### config.mk
export PLATFORM = sky130hd
export DESIGN_NAME = picosoc_mem_dma
export DESIGN_NICKNAME = d
export VERILOG_FILES = /design/src/rtl/picosoc_mem_dma_pkg.sv /design/src/rtl/picosoc_mem_dma_watchdog.sv /design/src/rtl/picosoc_mem_dma.sv
export SDC_FILE = /design/constraint.sdc
export NUM_CORES = 1
export LEC_CHECK = 0
export BUFFER_PORTS_ARGS = -buffer_cell sky130_fd_sc_hd__buf_2
export CORE_ASPECT_RATIO = 1.75
export CORE_MARGIN = 5
export CORE_UTILIZATION = 55
export DETAILED_ROUTE_END_ITERATION = 8
export GPL_ROUTABILITY_DRIVEN = 0
export PLACE_DENSITY = 0.76
export SETUP_SLACK_MARGIN = 0.02
export SYNTH_ARGS = -nofsm -noshare
export SYNTH_HDL_FRONTEND = slang
export SYNTH_SLANG_ARGS = --single-unit
### constraint.sdc
create_clock -name clk -period 4.51 [get_ports clk]
set_input_delay 0.902 -clock clk [delete_from_list [all_inputs] [get_ports clk]]
set_output_delay 0.902 -clock clk [all_outputs]
set_load 0.005 [all_outputs]
### src/rtl/picosoc_mem_dma_pkg.sv
// Shared types and constants for the PicoSoC memory DMA initiator.
package picosoc_mem_dma_pkg;

  typedef enum logic [2:0] {
    S_IDLE  = 3'd0,
    S_RD    = 3'd1,
    S_GAP_W = 3'd2,
    S_WR    = 3'd3,
    S_GAP_R = 3'd4,
    S_FIN   = 3'd5
  } dma_state_t;

  localparam logic [3:0] WSTRB_RD = 4'b0000;
  localparam logic [3:0] WSTRB_WR = 4'b1111;

endpackage

### src/rtl/picosoc_mem_dma_watchdog.sv
// Request watchdog: counts stalled cycles of one transaction and flags expiry.
module dma_watchdog #(
  parameter int TIMEOUT = 1023
) (
  input  logic clk,
  input  logic resetn,
  input  logic restart,
  input  logic enable,
  output logic expired
);

  localparam int CW = $clog2(TIMEOUT + 1);
  localparam logic [CW-1:0] LIMIT = CW'(TIMEOUT - 1);

  logic [CW-1:0] cnt;

  always_ff @(posedge clk) begin
    if (!resetn || restart) begin
      cnt <= '0;
    end else if (enable && cnt != LIMIT) begin
      cnt <= cnt + CW'(1);
    end
  end

  // Expiry fires on the TIMEOUT-th stalled cycle of the request.
  assign expired = enable && (cnt == LIMIT);

endmodule

### src/rtl/picosoc_mem_dma.sv
// Copy/fill DMA initiator on the PicoSoC native memory bus (valid/ready, word address).
module picosoc_mem_dma
  import picosoc_mem_dma_pkg::*;
#(
  parameter int ADDR_W  = 22,
  parameter int LEN_W   = 16,
  parameter int TIMEOUT = 1023
) (
  input  logic              clk,
  input  logic              resetn,
  input  logic              start,
  input  logic              mode,
  input  logic [ADDR_W-1:0] src_addr,
  input  logic [ADDR_W-1:0] dst_addr,
  input  logic [LEN_W-1:0]  len,
  input  logic [31:0]       pattern,
  input  logic              abort,
  output logic              busy,
  output logic              done,
  output logic              err,
  output logic [LEN_W-1:0]  words_done,
  output logic              mem_valid,
  output logic [ADDR_W-1:0] mem_addr,
  output logic [3:0]        mem_wstrb,
  output logic [31:0]       mem_wdata,
  input  logic [31:0]       mem_rdata,
  input  logic              mem_ready
);

  dma_state_t        state;
  logic [ADDR_W-1:0] src_r, dst_r;
  logic [LEN_W-1:0]  len_r, cnt, cnt_inc;
  logic              mode_r;
  logic [31:0]       pat_r, buf_r;
  logic              wd_expired;

  assign cnt_inc    = cnt + LEN_W'(1);
  assign words_done = cnt;

  // Watchdog is held clear whenever no request is on the bus, so it restarts on each RD/WR entry.
  dma_watchdog #(
    .TIMEOUT (TIMEOUT)
  ) u_watchdog (
    .clk     (clk),
    .resetn  (resetn),
    .restart (!mem_valid),
    .enable  (mem_valid && !mem_ready),
    .expired (wd_expired)
  );

  always_ff @(posedge clk) begin
    if (!resetn) begin
      state     <= S_IDLE;
      busy      <= 1'b0;
      done      <= 1'b0;
      err       <= 1'b0;
      cnt       <= '0;
      mem_valid <= 1'b0;
      mem_addr  <= '0;
      mem_wstrb <= WSTRB_RD;
      mem_wdata <= '0;
    end else begin
      done <= 1'b0;
      case (state)
        S_IDLE: begin
          if (start) begin
            src_r  <= src_addr;
            dst_r  <= dst_addr;
            len_r  <= len;
            mode_r <= mode;
            pat_r  <= pattern;
            cnt    <= '0;
            err    <= 1'b0;
            if (len == '0) begin
              state <= S_FIN;
              done  <= 1'b1;
            end else begin
              busy      <= 1'b1;
              mem_valid <= 1'b1;
              if (mode) begin
                state     <= S_WR;
                mem_addr  <= dst_addr;
                mem_wstrb <= WSTRB_WR;
                mem_wdata <= pattern;
              end else begin
                state     <= S_RD;
                mem_addr  <= src_addr;
                mem_wstrb <= WSTRB_RD;
              end
            end
          end
        end
        S_RD: begin
          if (mem_ready) begin
            buf_r     <= mem_rdata;
            mem_valid <= 1'b0;
            state     <= S_GAP_W;
          end else if (wd_expired) begin
            mem_valid <= 1'b0;
            err       <= 1'b1;
            busy      <= 1'b0;
            done      <= 1'b1;
            state     <= S_FIN;
          end
        end
        S_GAP_W: begin
          // A fetched word is dropped here if abort is up; it never reaches the bus.
          if (abort) begin
            busy  <= 1'b0;
            done  <= 1'b1;
            state <= S_FIN;
          end else begin
            mem_valid <= 1'b1;
            mem_addr  <= dst_r + ADDR_W'(cnt);
            mem_wstrb <= WSTRB_WR;
            mem_wdata <= buf_r;
            state     <= S_WR;
          end
        end
        S_WR: begin
          if (mem_ready) begin
            mem_valid <= 1'b0;
            cnt       <= cnt_inc;
            if (cnt_inc == len_r || abort) begin
              busy  <= 1'b0;
              done  <= 1'b1;
              state <= S_FIN;
            end else begin
              state <= S_GAP_R;
            end
          end else if (wd_expired) begin
            mem_valid <= 1'b0;
            err       <= 1'b1;
            busy      <= 1'b0;
            done      <= 1'b1;
            state     <= S_FIN;
          end
        end
        S_GAP_R: begin
          if (abort) begin
            busy  <= 1'b0;
            done  <= 1'b1;
            state <= S_FIN;
          end else if (mode_r) begin
            mem_valid <= 1'b1;
            mem_addr  <= dst_r + ADDR_W'(cnt);
            mem_wstrb <= WSTRB_WR;
            mem_wdata <= pat_r;
            state     <= S_WR;
          end else begin
            mem_valid <= 1'b1;
            mem_addr  <= src_r + ADDR_W'(cnt);
            mem_wstrb <= WSTRB_RD;
            state     <= S_RD;
          end
        end
        S_FIN: begin
          state <= S_IDLE;
        end
        default: begin
          state <= S_IDLE;
        end
      endcase
    end
  end

endmodule
## After elaboration in Yosys (flattened, before gate mapping)

Index checks and enable logic that the tools add are counted.

| word-level totals | value |
|---|---|
| bits in registers | 216 |
| input bits | 130 |
| output and inout bits | 78 |

| operators by class | value |
|---|---|
| add/subtract/negate cells | 4 |
| equality and inequality tests | 21 |
| mux-type cells | 59 |
| reduce and logical (&&, ||, !) cells | 25 |

Operators by type and width:

| kind | count |
|---|---|
| 32-bit 2-to-1 mux | 6 |
| 22-bit 2-to-1 mux | 6 |
| 32-bit case mux with 3 select lines | 1 |
| 22-bit case mux with 3 select lines | 1 |
| 22-bit by 16-bit adder with 22-bit output | 2 |
| 16-bit 2-to-1 mux | 2 |
| 16-bit case mux with 2 select lines | 1 |
| 4-bit 2-to-1 mux | 6 |
| 1-bit 2-to-1 mux | 21 |
| 3-bit 2-to-1 mux | 7 |
| 2-bit != test, second input constant | 10 |
| 16-bit by 1-bit adder with 16-bit output, second input constant | 1 |
| 16-bit == test | 1 |
| 16-bit zero test | 1 |
| 3-bit case mux with 5 select lines | 1 |
| 4-bit case mux with 3 select lines | 1 |
| 10-bit by 1-bit adder with 10-bit output, second input constant | 1 |
| 10-bit == test, second input constant | 1 |
| 10-bit != test, second input constant | 1 |
| 5-bit AND reduction | 2 |
| 3-bit AND reduction | 3 |
| 1-bit case mux with 4 select lines | 2 |
| 7-bit AND reduction | 1 |
| 3-bit by 2-bit == test with 1-bit output, second input constant | 2 |
| 18 further kinds | 28 |

## Longest topological paths before layout

| depth | value |
|---|---|
| depth after elaboration | 6 |
| gate-level depth with buffers | 11 |
| depth with buffers taken out | 11 |

## By module

Synthesis repeated with hierarchy kept, for this count alone.

| unflattened totals | value |
|---|---|
| cell total of the unflattened synthesis | 1068 |
| area total of the unflattened synthesis | 11048.1 µm² |

By module, submodules not included:

| module | times used | cells each | area an instance (µm²) | sequential area each (µm²) |
|---|---|---|---|---|
| picosoc_mem_dma | 1 | 1007 | 10505.1 | 5315.1 |
| dma_watchdog | 1 | 61 | 543.0 | 200.2 |

## Least setup slack after synthesis

No wires, ideal clock.

| timing | value |
|---|---|
| path kind | input -> register |
| start | input port resetn |
| end | register dst_r[0], enable pin |
| setup time | 0.463 ns |
| arrival | 3.622 ns |
| required time | 4.047 ns |
| slack | 0.426 ns |
| stages | 3 |
| cells stage by stage | clkbuf_1 clkbuf_1 and3_1 |

| between the ends | value |
|---|---|
| word-level cells in the longest chain between the ends | 1 |

RTL lines:

| item | RTL line | text |
|---|---|---|
| start, declared | picosoc_mem_dma.sv:10 | `input logic resetn,` |
| 3-bit AND reduction (no source line) | - |  |
| end signal, assigned | picosoc_mem_dma.sv:68 | `dst_r <= dst_addr;` |
| end, declared | picosoc_mem_dma.sv:31 | `logic [ADDR_W-1:0] src_r, dst_r;` |

No other way between the ends.
A chain may end at the register's enable or synchronous reset.

## Worst setup path in the final report

| timing | value |
|---|---|
| start | register cnt[0] (netlist: words_done[0]) |
| end | register mem_addr[20] |

| between the ends | value |
|---|---|
| word-level cells in the longest chain between the ends | 4 |
| elaborated cells on any way between the ends | 6 |
| those cells by class | 2 x add/sub; 4 x mux |

RTL lines:

| item | RTL line | text |
|---|---|---|
| start, declared | picosoc_mem_dma.sv:32 | `logic [LEN_W-1:0] len_r, cnt, cnt_inc;` |
| start signal, assigned | picosoc_mem_dma.sv:123 | `cnt <= cnt_inc;` |
| 22-bit by 16-bit adder with 22-bit output, on equally long branches | picosoc_mem_dma.sv:152, picosoc_mem_dma.sv:114, picosoc_mem_dma.sv:146 |  |
| 22-bit 2-to-1 mux | picosoc_mem_dma.sv:144 | `end else if (mode_r) begin` |
| 22-bit 2-to-1 mux | picosoc_mem_dma.sv:140 | `if (abort) begin` |
| 22-bit case mux with 3 select lines * | picosoc_mem_dma.sv:64 | `case (state)` |
| end signal, assigned | picosoc_mem_dma.sv:82 | `mem_addr <= dst_addr;` |
| end signal, assigned | picosoc_mem_dma.sv:146 | `mem_addr <= dst_r + ADDR_W'(cnt);` |
| end signal, assigned | picosoc_mem_dma.sv:152 | `mem_addr <= src_r + ADDR_W'(cnt);` |
| end, declared | picosoc_mem_dma.sv:23 | `output logic [ADDR_W-1:0] mem_addr,` |

Every way passes the cells marked *; elsewhere a longest branch is shown, timed or not. The select of a mux whose other input is x is not followed.

==> impl_metrics.toml <==
[synth]
synthArstFlopShare = 0
ys.flop_type = "edfxtp_1"
netlist_area_mm2 = 0.01133
synth-edff-count = 125
yosysUniqueCellTypes = 68
synthAdderAreaFrac = 0.04220
synth_compound_area_frac = 0.2313
ys.warnings.count = 0
synth_cells = 1157
synth_area_per_cell_um2 = 9.789
syn_nets = 1324
synth_top_family_by_area = "compound AO/OA/AOI/OAI gates"
synth_xor_area_frac = 0.04021
synth-simple-area-share = 0.1430
synth-seq-cells = 213
seq_area_frac_synth = 0.4870
synthMuxAreaShare = 0.02386

[sta]
fin_setup_tns_ns = 0
hold_slack_ns = 0.4959
hold_viol = 0
finalSetupViolCount = 0
finClkSkew_ns = 0.01847
fmax_ghz = 0.2753
layout_setup_ws_ns = 0.8772
min_period_over_period = 0.8055
tightestPinTransition_ns = 1.183
period_minus_slack_ns = 3.633
rsz0062_at_grt = "false"
relSlewSlack = 0.2092
drv_slew = 0

[clock_tree]
clock_path_buffers = 3
cts_tree = "built"
clock_sinks = 213
cts_hold_buf = 0
cts_made_buffers = 21
cts_resized = 0
htreeDepth = 1
insertion_delay_ns = 0.51
postCtsSetupBuffers = 0
clk_pin_slew_ns = 0.06
ctsRootBufferMaster = "clkbuf_16"

[pwr]
irDropWorstVdd_mv = 0.3921
total_power_mw = 5.287
pwr-share-clk = 0.337
powerDensity_mw_per_mm2 = 399.9
p_leak_nw = 5.167
p_sw_mw = 1.570
combinationalPowerShare = 0.212
p_int_mw = 3.717
sw_frac_of_total = 0.2969
seqPwrFrac = 0.451

[placed_design]
hpwl_mm = 23.62
place_inst = 1556
port_buffers = 207
post_dp_cell_area_mm2 = 0.01253
dp_worst_setup_slack_ns = 0.8970

[floorplan]
io_pins = 208
design.core.area_mm2 = 0.02029
rows = 69
die_x_um = 118.5
start_util = 0.5582
die_area_mm2 = 0.02368
die_h_um = 199.8

[final_layout]
layout_common_cells = "buf_2, o21ai_0, edfxtp_1"
fill_cells = 1670
fin_nets = 1498
n_antenna_cell = 0
final_common_cell = "buf_2"
drive_above_1_share = 0.2028
finalCoreUtilization = 0.6516
areaGrowthSynthToFinish_pct = 16.71
multiInputGateArea_mm2 = 0.005450
fin_area_mm2 = 0.01322
fin_cells = 1594
regArea_mm2 = 0.005517

[global_routing]
grtUsageTotal = 0.2698
grt-ovfl-total = 0
grt_antenna_before_repair = 4
grt_pass1_vias = 9997
grt_pass1_wl_mm = 51.98
grt_max_degree = 83

[detailed_routing]
vias = 9960
postRouteWirelength_mm = 32.84
wl_per_cell_um = 20.60
firstDrtPassIters = 5
drt_iter0_markers = 644
viasPerCell = 6.248
drtAntennaViolNets = 0
drc_errors = 0

[worst_setup_path]
crit_slowest_cell = "dfxtp_1"
cpPeakStageDelay_ns = 0.57
crit_chain = "ha_1, inv_1, fa_1, nand2b_1, a21oi_1, o221ai_1, a211oi_1, o41ai_1, o211a_1, a2111oi_0, nor2_1"
path_max_fanout = 9
required_ns = 4.88
worst_setup_path_start_kind = "flop"
endpoint_kind = "flop"
arrival_ns = 4.01
critPathKind = "reg2reg"

[outcome]
status = "finished, final reports clean"

[hold_path]
hold_path_class = "reg2reg"

[job]
max-cap-violations = 0
## critical path, delay by kind of cell (launching register included)
kind,cells,cell delay [ns]
AO/OA/AOI/OAI,6,1.95
adder cells (fa/ha/maj),2,0.66
buffers and inverters,1,0.06
flip-flops,1,0.57
AND/OR/NAND/NOR,2,0.27
## cell families after synthesis
logic type	after synthesis
AO/OA/AOI/OAI	423
XOR/XNOR	52
adder cells (fa/ha/maj)	37
buffers and inverters	94
flip-flops	213
multiplexers	27
AND/OR/NAND/NOR	311
## synthesized netlist by cell type, types with 4 or more instances
cell | n | area, um2
mux2i_1 | 27 | 270.3
and4_1 | 4 | 35.03
or3_1 | 14 | 87.58
nor2_1 | 54 | 202.7
o211a_1 | 6 | 60.06
nor4_1 | 8 | 50.05
o221ai_1 | 37 | 324.1
or4_1 | 6 | 45.04
nand4_1 | 13 | 81.33
and3_1 | 11 | 68.82
xnor2_1 | 28 | 245.2
clkbuf_1 | 60 | 225.2
a21boi_0 | 13 | 97.59
nand2_1 | 83 | 311.6
inv_1 | 18 | 67.56
a311oi_1 | 4 | 35.03
a2111oi_0 | 6 | 52.55
nand3_1 | 22 | 110.1
buf_1 | 9 | 33.78
dfxtp_1 | 88 | 1762
o22ai_1 | 47 | 294.0
o21ai_1 | 6 | 30.03
a31oi_1 | 13 | 81.33
and2_1 | 39 | 244.0
a21o_1 | 10 | 75.07
edfxtp_1 | 125 | 3754
o21bai_1 | 4 | 30.03
xor2_1 | 24 | 210.2
a21oi_1 | 74 | 370.4
nor2b_1 | 8 | 50.05
ha_1 | 35 | 437.9
o21ai_0 | 156 | 780.8
o21a_1 | 9 | 67.56
o31ai_1 | 6 | 45.04
a211oi_1 | 8 | 60.06
nor3_1 | 22 | 110.1
nand2b_1 | 10 | 62.56
## power by group through the flow
stage	Combinational, mW	Clock [mW]	Sequential [mW]
global route	1.25	1.91	2.40
CTS	1.12	1.82	2.38
detailed placement	1.12	0	2.42
floorplan	0.710	0	2.40
finish	1.12	1.78	2.38
global placement	1.10	0	2.42
## state kept, by name, indices dropped and copies added, names as in the netlist
signal and cells:
err 1, done 1, busy 1, mem_addr 22
len_r 16, mem_wstrb 1, dst_r 22, mem_wdata 32
pat_r 32, state 3, u_watchdog.cnt 10, words_done 16
src_r 22, buf_r 32, mem_valid 1, mode_r 1
## path summary, 6_finish.rpt
kind | start | endpoint | slack [ns] | cells past startpoint
worst max register to register | words_done[0] | mem_addr[20] | 0.88 | 11
worst min register to register | mem_addr[3] | mem_addr[3] | 0.50 | 1
worst min-delay path | mem_addr[3] | mem_addr[3] | 0.50 | 1
worst max-delay path | words_done[0] | mem_addr[20] | 0.88 | 11
## per-layer routing
| metal | share of wire | GRT usage | vias to the layer above |
|---|---|---|---|
| met3 | 0.070 | 0.04990 | 103 |
| met1 | 0.36 | 0.2950 | 4690 |
| li1 | - | - | 4744 |
| met5 | 0.0012 | 0 | - |
| met4 | 0.050 | 0.1253 | 8 |
| met2 | 0.52 | 0.5037 | 415 |
## layout make-up
type                    instances  area share
flip-flops and latches        213      0.4173
multi-input cells             850      0.4123
repair buffers                226     0.08916
clock buffers                  26     0.04117
well taps                     248     0.02347
clock inverters                12     0.01117
inverters                      19    0.005395
Power figures use the tool's default switching activity.
